## config.mk

```make
export PLATFORM = sky130hd
export DESIGN_NAME = mult_issue_arb
export DESIGN_NICKNAME = d
export VERILOG_FILES = /design/src/rtl/mult_issue_arb.sv
export SDC_FILE = /design/constraint.sdc
export NUM_CORES = 1
export LEC_CHECK = 0
export CAP_MARGIN = 20
export CORE_AREA = 2 2 220 222
export DETAILED_ROUTE_END_ITERATION = 10
export DIE_AREA = 0 0 222 224
export HOLD_SLACK_MARGIN = 0.1
export PLACE_DENSITY = 0.62
export REMOVE_ABC_BUFFERS = 1
export SETUP_SLACK_MARGIN = 0.2
export SLEW_MARGIN = 20
export SYNTH_ARGS = -nofsm -noshare
export SYNTH_HDL_FRONTEND = slang
export SYNTH_SLANG_ARGS = --single-unit
```

## constraint.sdc

```tcl
create_clock -name clk_i -period 2.4 [get_ports clk_i]
set_input_delay 0.6 -clock clk_i [delete_from_list [all_inputs] [get_ports clk_i]]
set_output_delay 0.6 -clock clk_i [all_outputs]
set_load 0.02 [all_outputs]
```

## src/rtl/mult_issue_arb.sv

```systemverilog
`default_nettype none
// ============================================================================
// Module   : mult_issue_arb (+ config_pkg)
// Brief    : Round-robin multi-thread issue stage and writeback demux for the
//            shared multiply/divide unit, with per-thread outstanding limits.
// Revision : 1.0
// ============================================================================

package config_pkg;

   typedef struct packed {
      int unsigned XLEN;
      int unsigned TRANS_ID_BITS;
      int unsigned THREAD_NUM;
   } cva6_cfg_t;

   localparam int unsigned CFG_XLEN          = 64;
   localparam int unsigned CFG_TRANS_ID_BITS = 3;
   localparam int unsigned CFG_THREAD_NUM    = 2;

   localparam cva6_cfg_t cva6_cfg_empty = '{
      XLEN:          CFG_XLEN,
      TRANS_ID_BITS: CFG_TRANS_ID_BITS,
      THREAD_NUM:    CFG_THREAD_NUM
   };

   function automatic int unsigned thread_id_bits(input int unsigned n);
      return (n > 1) ? $clog2(n) : 1;
   endfunction

   typedef logic [7:0] fu_op_t;

   localparam fu_op_t OP_ADD    = 8'h00;
   localparam fu_op_t OP_SUB    = 8'h01;
   localparam fu_op_t OP_MUL    = 8'h10;
   localparam fu_op_t OP_MULH   = 8'h11;
   localparam fu_op_t OP_MULHU  = 8'h12;
   localparam fu_op_t OP_MULHSU = 8'h13;
   localparam fu_op_t OP_MULW   = 8'h14;
   localparam fu_op_t OP_CLMUL  = 8'h15;
   localparam fu_op_t OP_CLMULH = 8'h16;
   localparam fu_op_t OP_CLMULR = 8'h17;
   localparam fu_op_t OP_DIV    = 8'h20;
   localparam fu_op_t OP_DIVU   = 8'h21;
   localparam fu_op_t OP_DIVW   = 8'h22;
   localparam fu_op_t OP_DIVUW  = 8'h23;
   localparam fu_op_t OP_REM    = 8'h24;
   localparam fu_op_t OP_REMU   = 8'h25;
   localparam fu_op_t OP_REMW   = 8'h26;
   localparam fu_op_t OP_REMUW  = 8'h27;

   typedef struct packed {
      fu_op_t                                       operation;
      logic [CFG_XLEN-1:0]                          operand_a;
      logic [CFG_XLEN-1:0]                          operand_b;
      logic [CFG_TRANS_ID_BITS-1:0]                 trans_id;
      logic [thread_id_bits(CFG_THREAD_NUM)-1:0]    thread_id;
   } fu_data_t;

endpackage

module mult_issue_arb
   import config_pkg::*;
#(
   parameter cva6_cfg_t   CVA6Cfg   = cva6_cfg_empty,
   parameter type         fu_data_t = config_pkg::fu_data_t,
   parameter int unsigned MAX_OUTST = 4
) (
   input  logic                                               clk_i,
   input  logic                                               rst_ni,
   input  logic                                               flush_i,
   input  logic [CVA6Cfg.THREAD_NUM-1:0]                      req_valid_i,
   input  fu_data_t                                           req_data_i [CVA6Cfg.THREAD_NUM],
   output logic [CVA6Cfg.THREAD_NUM-1:0]                      req_ready_o,
   output fu_data_t                                           fu_data_o,
   output logic                                               fu_valid_o,
   input  logic                                               mult_ready_i,
   input  logic                                               mult_valid_i,
   input  logic [CVA6Cfg.XLEN-1:0]                            mult_result_i,
   input  logic [CVA6Cfg.TRANS_ID_BITS-1:0]                   mult_trans_id_i,
   input  logic [thread_id_bits(CVA6Cfg.THREAD_NUM)-1:0]      mult_thread_id_i,
   output logic [CVA6Cfg.THREAD_NUM-1:0]                      wb_valid_o,
   output logic [CVA6Cfg.XLEN-1:0]                            wb_result_o,
   output logic [CVA6Cfg.TRANS_ID_BITS-1:0]                   wb_trans_id_o
);

   localparam int         c_threads = int'(CVA6Cfg.THREAD_NUM);
   localparam int         c_tid_w   = int'(thread_id_bits(CVA6Cfg.THREAD_NUM));
   localparam logic [3:0] c_max_cnt = 4'(MAX_OUTST);

   function automatic logic op_is_mul(input fu_op_t op);
      case (op)
         OP_MUL, OP_MULH, OP_MULHU, OP_MULHSU,
         OP_MULW, OP_CLMUL, OP_CLMULH, OP_CLMULR: return 1'b1;
         default:                                 return 1'b0;
      endcase
   endfunction

   function automatic logic op_is_div(input fu_op_t op);
      case (op)
         OP_DIV, OP_DIVU, OP_DIVW, OP_DIVUW,
         OP_REM, OP_REMU, OP_REMW, OP_REMUW: return 1'b1;
         default:                            return 1'b0;
      endcase
   endfunction

   logic                                 valid_q, valid_d;
   logic                                 is_div_q, is_div_d;
   fu_data_t                             data_q, data_d;
   logic [c_tid_w-1:0]                   rr_q, rr_d;
   logic [3:0]                           cnt_q [c_threads];
   logic [3:0]                           cnt_d [c_threads];
   logic [c_threads-1:0]                 wb_valid_q, wb_valid_d;
   logic [CVA6Cfg.XLEN-1:0]              wb_result_q, wb_result_d;
   logic [CVA6Cfg.TRANS_ID_BITS-1:0]     wb_trans_id_q, wb_trans_id_d;

   logic                                 w_issue_done, w_loadable, w_grant, w_tid_ok;
   logic                                 w_found, w_found_hi;
   logic [c_threads-1:0]                 w_elig, w_req_div, w_inc, w_dec;
   logic [c_tid_w-1:0]                   w_first, w_first_hi, w_winner;

   assign w_issue_done = valid_q & (~is_div_q | mult_ready_i);
   assign w_loadable   = ~valid_q | w_issue_done;
   assign w_tid_ok     = (int'(mult_thread_id_i) < c_threads);

   always_comb begin : p_eligible
      w_elig    = '0;
      w_req_div = '0;
      for (int t = 0; t < c_threads; t++) begin
         w_req_div[t] = op_is_div(req_data_i[t].operation);
         w_elig[t]    = req_valid_i[t]
                      & (op_is_mul(req_data_i[t].operation) | w_req_div[t])
                      & (cnt_q[t] < c_max_cnt);
      end
   end

   // Descending scan leaves the lowest eligible index overall and the lowest
   // at/after rr_q; the latter wins, otherwise the search wraps around.
   always_comb begin : p_arbiter
      w_found    = 1'b0;
      w_found_hi = 1'b0;
      w_first    = '0;
      w_first_hi = '0;
      for (int t = c_threads - 1; t >= 0; t--) begin
         if (w_elig[t]) begin
            w_found = 1'b1;
            w_first = c_tid_w'(t);
            if (c_tid_w'(t) >= rr_q) begin
               w_found_hi = 1'b1;
               w_first_hi = c_tid_w'(t);
            end
         end
      end
      w_winner = w_found_hi ? w_first_hi : w_first;
   end

   assign w_grant = w_found & w_loadable & ~flush_i & rst_ni;

   always_comb begin : p_ready
      req_ready_o = '0;
      w_inc       = '0;
      w_dec       = '0;
      for (int t = 0; t < c_threads; t++) begin
         w_inc[t] = w_grant & (w_winner == c_tid_w'(t));
         w_dec[t] = mult_valid_i & w_tid_ok & (mult_thread_id_i == c_tid_w'(t));
      end
      req_ready_o = w_inc;
   end

   always_comb begin : p_next
      valid_d       = valid_q;
      is_div_d      = is_div_q;
      data_d        = data_q;
      rr_d          = rr_q;
      wb_valid_d    = w_dec;
      wb_result_d   = wb_result_q;
      wb_trans_id_d = wb_trans_id_q;

      if (flush_i) begin
         valid_d = 1'b0;
      end else if (w_grant) begin
         valid_d          = 1'b1;
         is_div_d         = w_req_div[w_winner];
         data_d           = req_data_i[w_winner];
         data_d.thread_id = w_winner;
         rr_d             = (w_winner == c_tid_w'(c_threads - 1)) ? '0
                                                                  : w_winner + c_tid_w'(1);
      end else if (w_issue_done) begin
         valid_d = 1'b0;
      end

      // Late results after a flush are still forwarded; the consumer drops
      // them by trans_id, and the counters simply saturate at zero.
      if (mult_valid_i) begin
         wb_result_d   = mult_result_i;
         wb_trans_id_d = mult_trans_id_i;
      end

      for (int t = 0; t < c_threads; t++) begin
         cnt_d[t] = cnt_q[t];
         if (flush_i) begin
            cnt_d[t] = '0;
         end else if (w_inc[t] && !w_dec[t]) begin
            cnt_d[t] = cnt_q[t] + 4'd1;
         end else if (w_dec[t] && !w_inc[t] && (cnt_q[t] != 4'd0)) begin
            cnt_d[t] = cnt_q[t] - 4'd1;
         end
      end
   end

   always_ff @(posedge clk_i or negedge rst_ni) begin : p_regs
      if (!rst_ni) begin
         valid_q       <= 1'b0;
         is_div_q      <= 1'b0;
         data_q        <= '0;
         rr_q          <= '0;
         wb_valid_q    <= '0;
         wb_result_q   <= '0;
         wb_trans_id_q <= '0;
         for (int t = 0; t < c_threads; t++) begin
            cnt_q[t] <= '0;
         end
      end else begin
         valid_q       <= valid_d;
         is_div_q      <= is_div_d;
         data_q        <= data_d;
         rr_q          <= rr_d;
         wb_valid_q    <= wb_valid_d;
         wb_result_q   <= wb_result_d;
         wb_trans_id_q <= wb_trans_id_d;
         cnt_q         <= cnt_d;
      end
   end

   assign fu_valid_o    = valid_q;
   assign fu_data_o     = data_q;
   assign wb_valid_o    = wb_valid_q;
   assign wb_result_o   = wb_result_q;
   assign wb_trans_id_o = wb_trans_id_q;

endmodule
`default_nettype wire
```

# After elaboration in Yosys (flattened, before gate mapping)
# Memory sizes are Yosys's and may differ from the RTL's.
# Index checks and enable logic that the tools add are counted.
[op_classes] reduce_logical=20 n_div=0 shifts=0 eq_ne=16 mux=29 n_addsub=5 n_bitwise=22 multipliers=0 order_cmp=6
[op_table] cell="140-bit two-way mux" count=3
[op_table] cell="8-bit by 6-bit equality test with 1-bit output (second input constant)" count=16
[op_table] cell="4-bit two-way mux" count=6
[op_table] cell="1-bit two-way mux" count=20
[op_table] cell="8-bit OR reduction" count=2
[op_table] cell="1-bit AND" count=12
[op_table] cell="3-bit nonzero test" count=3
[op_table] cell="4-bit by 1-bit adder with 4-bit output (second input constant)" count=2
[op_table] cell="4-bit by 3-bit < comparator with 1-bit output (second input constant)" count=2
[op_table] cell="4-bit nonzero test" count=2
[op_table] cell="4-bit by 1-bit subtractor with 4-bit output (second input constant)" count=2
[op_table] cell="1-bit logical AND" count=6
[op_table] cell="3-bit zero test" count=2
[op_table] cell="1-bit NOT" count=5
[op_table] cell="1-bit zero test" count=4
[op_table] cell="1-bit OR" count=4
[op_table] cell="1-bit >= comparator (first input constant)" count=2
[op_table] cell="2-bit >= comparator (second input constant)" count=1
[op_table] cell="1-bit by 2-bit < comparator with 1-bit output (second input constant)" count=1
[op_table] cell="1-bit NOT with 2-bit output" count=1
[op_table] cell="2-bit AND reduction" count=1
[op_table] cell="1-bit adder (second input constant)" count=1
[totals] ff_bits=220 n_memories=2 latch_bits=0 mem_bits_ro=64 inputBits=355 ram_bits=0 word_cells=113 out_inout_bits=212
[mem_list] memory="(name not given)" words=32 word_bits=1 read_ports=1 rd_ports_with_merged_regs=0 wr=0 line_no="92" rtl="case (op)"
[mem_list] memory="(name not given)" words=32 word_bits=1 read_ports=1 rd_ports_with_merged_regs=0 wr=0 line_no="92"

# Longest topological paths before layout
[logic_depth] word_depth=18 depth_mapped=12 depth_no_buf=12

# Least setup slack after synthesis
# Ideal clock, no wire load.
[synth_timing] path_type="input -> register" start="input port req_data_i[278] (netlist name)" end="register cnt_q[7] (netlist name)" path_buffers=0 stages=10 required_time_ns=2.275 t_arrival_ns=2.937 setup_ns=0.125 slack_ns=-0.662 cell_sequence="nor4b_4 -> nand3_1 -> a211oi_2 -> or2b_1 -> ha_1 -> a21o_1 -> a21oi_1 -> nor2_1 -> mux2i_1 -> mux2_2"
[synth_via] elab_chain_len=15 word_cells_on_any_way=32 cone_classes="eq/ne (8); mux (9); bitwise (8); reduce/logical (7)"
[synth_lines] element="from (decl)" line_no="73" rtl="input fu_data_t req_data_i [CVA6Cfg.THREAD_NUM],"
[synth_lines] element="8-bit by 6-bit equality test with 1-bit output" line_no="100" rtl="case (op)"
[synth_lines] element="8-bit OR reduction" line_no="100"
[synth_lines] element="1-bit two-way mux" line_no="100"
[synth_lines] element="1-bit OR *" line_no="132" rtl="& (op_is_mul(req_data_i[t].operation) | w_req_div[t])"
[synth_lines] element="1-bit AND *" line_no="132"
[synth_lines] element="1-bit AND *" line_no="133" rtl="& (cnt_q[t] < c_max_cnt);"
[synth_lines] element="1-bit two-way mux" line_no="145" rtl="if (w_elig[t]) begin"
[synth_lines] element="1-bit AND (3 in series)" line_no="157" rtl="assign w_grant = w_found & w_loadable & ~flush_i & rst_ni;"
[synth_lines] element="1-bit AND *" line_no="164" rtl="w_inc[t] = w_grant & (w_winner == c_tid_w'(t));"
[synth_lines] element="net req_ready_o[0]" line_no="74" rtl="output logic [CVA6Cfg.THREAD_NUM-1:0] req_ready_o,"
[synth_lines] element="1-bit zero test" line_no="205" rtl="end else if (w_dec[t] && !w_inc[t] && (cnt_q[t] != 4'd0)) begin"
[synth_lines] element="1-bit logical AND (2 in series)" line_no="205"
[synth_lines] element="3-bit nonzero test (no source line)"
[synth_lines] element="to (signal assigned)" line_no="231" rtl="cnt_q <= cnt_d;"
[synth_lines] element="to (decl)" line_no="111" rtl="logic [3:0] cnt_q [c_threads];"
# Mark *: on every way through the listed nets, which the timed path passes. The rest lies on a longest branch.
# A chain may end at the register's enable or synchronous reset.

# Worst setup path after layout
[layout_timing] start="register cnt_q[6] (netlist name)" end="register cnt_q[7] (netlist name)"
[layout_via] elab_chain_len=11 word_cells_on_any_way=23 cone_classes="add/sub (2); order compare (1); mux (8); bitwise (6); reduce/logical (6)"
[layout_lines] element="4-bit by 3-bit < comparator with 1-bit output" line_no="133"
[layout_lines] element="1-bit AND" line_no="133"
[layout_lines] element="1-bit two-way mux" line_no="145"
[layout_lines] element="1-bit AND (3 in series)" line_no="157"
[layout_lines] element="1-bit AND" line_no="164"
[layout_lines] element="1-bit zero test" line_no="205"
[layout_lines] element="1-bit logical AND (2 in series)" line_no="205"
[layout_lines] element="3-bit nonzero test (no source line)"
# Several ways; a longest one is shown, not always the timed one. The select of a mux whose other input is x is not followed.

==> results summary <==
The wire length per cell after detailed routing came out at 19.2 um. In this run the cell area measured after placement is 16,200 um2. The number of global-route vias before repair is 9,923. The maximum fanout along the worst path is 2. TritonCTS built the clock tree. The clock power share came out at 30.0%. The total overflow left after global routing is 0.

The synthesis-stage register bit count came out at 220. The data required time at the worst endpoint came out at 2820 ps. The share of the Yosys chip area taken by registers is 58.6%. The clock latency on the worst-skew pair came out at 540 ps.

Internal power comes to 9.26 mW. The post-route setup TNS came out at -6850 ps. The clock-pin slew on the worst setup and hold paths came out at 60 ps. At the end of routability-driven placement, the weighted congestion stood at 0.827. The number of warnings reported in the yosys synthesis log is 0.

The wire length of the first global-routing pass is 60,000 um. The maximum clock insertion buffer count came out at 3. The total CTS buffers is 26. The number of synthesized flops with an enable pin is 0. The kind of critical path is flip-flop to flip-flop. STA classifies the critical path startpoint as a flip-flop. The number of cell rows is 80. The count of buffers from port buffering is 564. In the global route stage, overall resource usage came out at 15.7%. The area enclosed by the die boundary came out at 49,700 um2. The routed design uses 3490 um of met3 wire. The count of max-cap constraint violations came out at 0. The core outline area came out at 47,300 um2. The headroom to the max-slew limit came out at 41.9%. The number of distinct library cell variants in the gate-level netlist after synthesis came out at 36. The checks that failed: negative setup slack. After detailed routing, the number of vias per cell comes to 4.30.

Summed over all layers, the routed wires come to 41,300 um. The highest routed metal layer is met5. Dividing total power by cell area gives a power density of 724 nW/um2. The transition time of the tightest slew-check pin came out at 871 ps. The post-layout worst setup margin came out at -267 ps.

The routed length on met2 is 20,500 um. The floorplan die width is 222 um. The cell area that synthesis handed to floorplanning was 9390 um2. The H-tree depth reported by CTS came out at 1.

The clock root buffer master is clkbuf_16. The smallest clock period supported by the final layout is computed as 2670 ps. After routing the design area is 18,700 um2. The initial antenna violation count is 12. The switching power share of the total is 31.5%. IR analysis of the VDD net gives a maximum drop of 0.454 mV. The run finished, with violations left.

The relative contribution of combinational cells to total power is 32.8%. The setup-violating endpoint count in the final report came out at 101. The count of routing violations after the opening detailed-route iteration came out at 365. The half-perimeter wire length after detailed placement is 28,900 um. The timing-limited maximum frequency came out at 0.375 GHz.

The share of post-route cells with drive strength above 1 came out at 27.6%. The die boundary height came out at 224 um. Registers are responsible for 37.2% of the overall power. The total count of max-transition violations in the final report came out at 0.

The path class of the tightest hold or removal check is input port to async pin. The maximum clock skew at final layout came out at 9.39 ps. The number of failing hold endpoints at the final stage is 0. The leakage power total is 8.51 nW. The total I/O pin count is 567. The number of iterations in the first detailed-routing pass is 5.

The synthesized area per cell is 11.1 um2. The cell count after synthesis came out at 846. The count of clock tree sinks is 220. The effective utilization at floorplan came out at 19.8%. The area added between synthesis and finish came out at 98.6%. The number of nets still failing antenna checks after routing is 0. The met1 layer wirelength in the final routing is 15,900 um. The maximum number of pins on one net before global-route repair is 124. Setup repair after global routing could not meet its margin everywhere.

The share of synthesized registers carrying an async set or reset came out at 100%. The switching power came out at 4.25 mW. The signal arrival time at the worst endpoint is 3090 ps.

The worst setup path is captured at a flip-flop. The vias after detailed routing came out at 9,268. Among all flip-flop cells after synthesis, the most frequent one is dfrtp_1.

The DRC violations left is 0. For this run, the post-layout net count is 1,874. The final period utilization came out at 111%.
==> stage by stage <==
step | util [%] | hold WS [ps] | power, mW | cells | setup slack (ps)
final | 39.4 | 121 | 13.5 | 2153 | -267
after global routing | 39.4 | 147 | 14.1 | 2152 | -359
after CTS | 39.0 | 112 | 13.7 | 2140 | -143
after detailed placement | 34.2 | 454 | 9.19 | 2039 | -1090
after global placement | 34.2 | 448 | 9.12 | 2039 | -1050
after floorplan | - | 304 | 6.54 | 790 | -7730
==> kinds of logic (layout without fill, tap and decap cells) <==
kind of cell	count (synthesis)	in the layout	share of synthesized area (%)
buf+inv	65	749	3.88
other cells	0	6	0
simple gates	324	324	14.1
fa+ha+maj	6	6	0.959
compound gates	148	150	12.4
flops	220	220	58.6
xor+xnor	4	4	0.453
mux	79	79	9.59
==> critical path, cell delays in order (launching register included) <==
cell and delay (ps):
dfrtp_1 410, nor2_2 190, nand3_2 120, buf_6 150, a211oi_4 230, or2b_1 280
ha_1 290, a21o_1 170, a21oi_2 150, nor2_1 60, mux2i_1 160, mux2_2 350
==> state kept, by name, indices dropped and copies added, names as in the netlist <==
signal / count
wb_valid_o: 2
is_div_q: 1
fu_data_o: 140
rr_q: 1
wb_result_o: 64
fu_valid_o: 1
wb_trans_id_o: 3
cnt_q: 8
==> layer usage <==
layer / global-route usage [%] / vias to the layer above
met1: 17.6 / 4513
met4: 5.69 / 6
met5: 0 / -
met2: 27.8 / 418
met3: 5.40 / 68
li1: - / 4263
==> repair_timing <==
item	in CTS	in global routing
setup endpoints to repair	120	172
gates resized for setup	246	38
gates cloned	21	1
setup buffers	33	6
hold buffers	0	0
pin swaps	141	14
==> synthesized netlist by cell type, types with 5 or more instances <==
| library cell | count | area (um2) |
|---|---|---|
| nor2b_1 | 6 | 37.5 |
| nor2_1 | 17 | 63.8 |
| inv_1 | 9 | 33.8 |
| and2_1 | 5 | 31.3 |
| buf_6 | 11 | 124 |
| dfrtp_1 | 220 | 5510 |
| a22oi_1 | 126 | 946 |
| nand2_1 | 282 | 1060 |
| buf_2 | 27 | 135 |
| a22oi_2 | 10 | 125 |
| clkbuf_1 | 13 | 48.8 |
| mux2_2 | 72 | 811 |
==> final timing paths <==
kind / startpoint / to / slack (ps) / cells after the start
worst max-delay path: cnt_q[6] / cnt_q[7] / -270 / 11
worst min-delay path: rst_ni / rr_q / 120 / 2
worst max register to register: cnt_q[6] / cnt_q[7] / -270 / 11
worst min register to register: fu_data_o[45] / fu_data_o[45] / 470 / 2
max in group asynchronous: rst_ni / fu_data_o[34] / 1020 / 3
min in group clk_i: mult_valid_i / wb_valid_o[0] / 420 / 2
==> final cells by class <==
type / count / area (um2)
clock inverters: 10 / 109
inverters: 9 / 36.3
multi-input cells: 563 / 4050
well taps: 615 / 769
fillers: 4558 / 28700
clock buffers: 37 / 773
diodes: 6 / 15.0
repair buffers: 693 / 7400
flip-flops and latches: 220 / 5510
==> cell usage in the layout (no fill, tap or decap), types with 7 or more instances in the layout <==
cell             Yosys  routed
a22oi_1            126     126
a22oi_2             10      10
buf_12               0      21
buf_16               0      20
buf_4                1      68
buf_6               11      21
clkbuf_16            0      28
clkdlybuf4s50_1      0     513
dfrtp_1            220     220
dlygate4sd2_1        0      22
dlymetal6s2s_1       0      20
inv_1                9       7
mux2_2              72      69
mux2_4               4       7
nand2_1            282     154
nand2_2              0     125
nor2_1              17      14
==> power groups by stage <==
stage | Sequential (mW) | Clock [mW] | Combinational [mW]
final | 5.03 | 4.05 | 4.43
after global routing | 5.12 | 4.32 | 4.71
after CTS | 5.03 | 4.17 | 4.46
after detailed placement | 4.96 | 0 | 4.23
after global placement | 4.93 | 0 | 4.20
after floorplan | 5.85 | 0 | 0.690
Note: power is estimated with default switching activity, not from simulation.
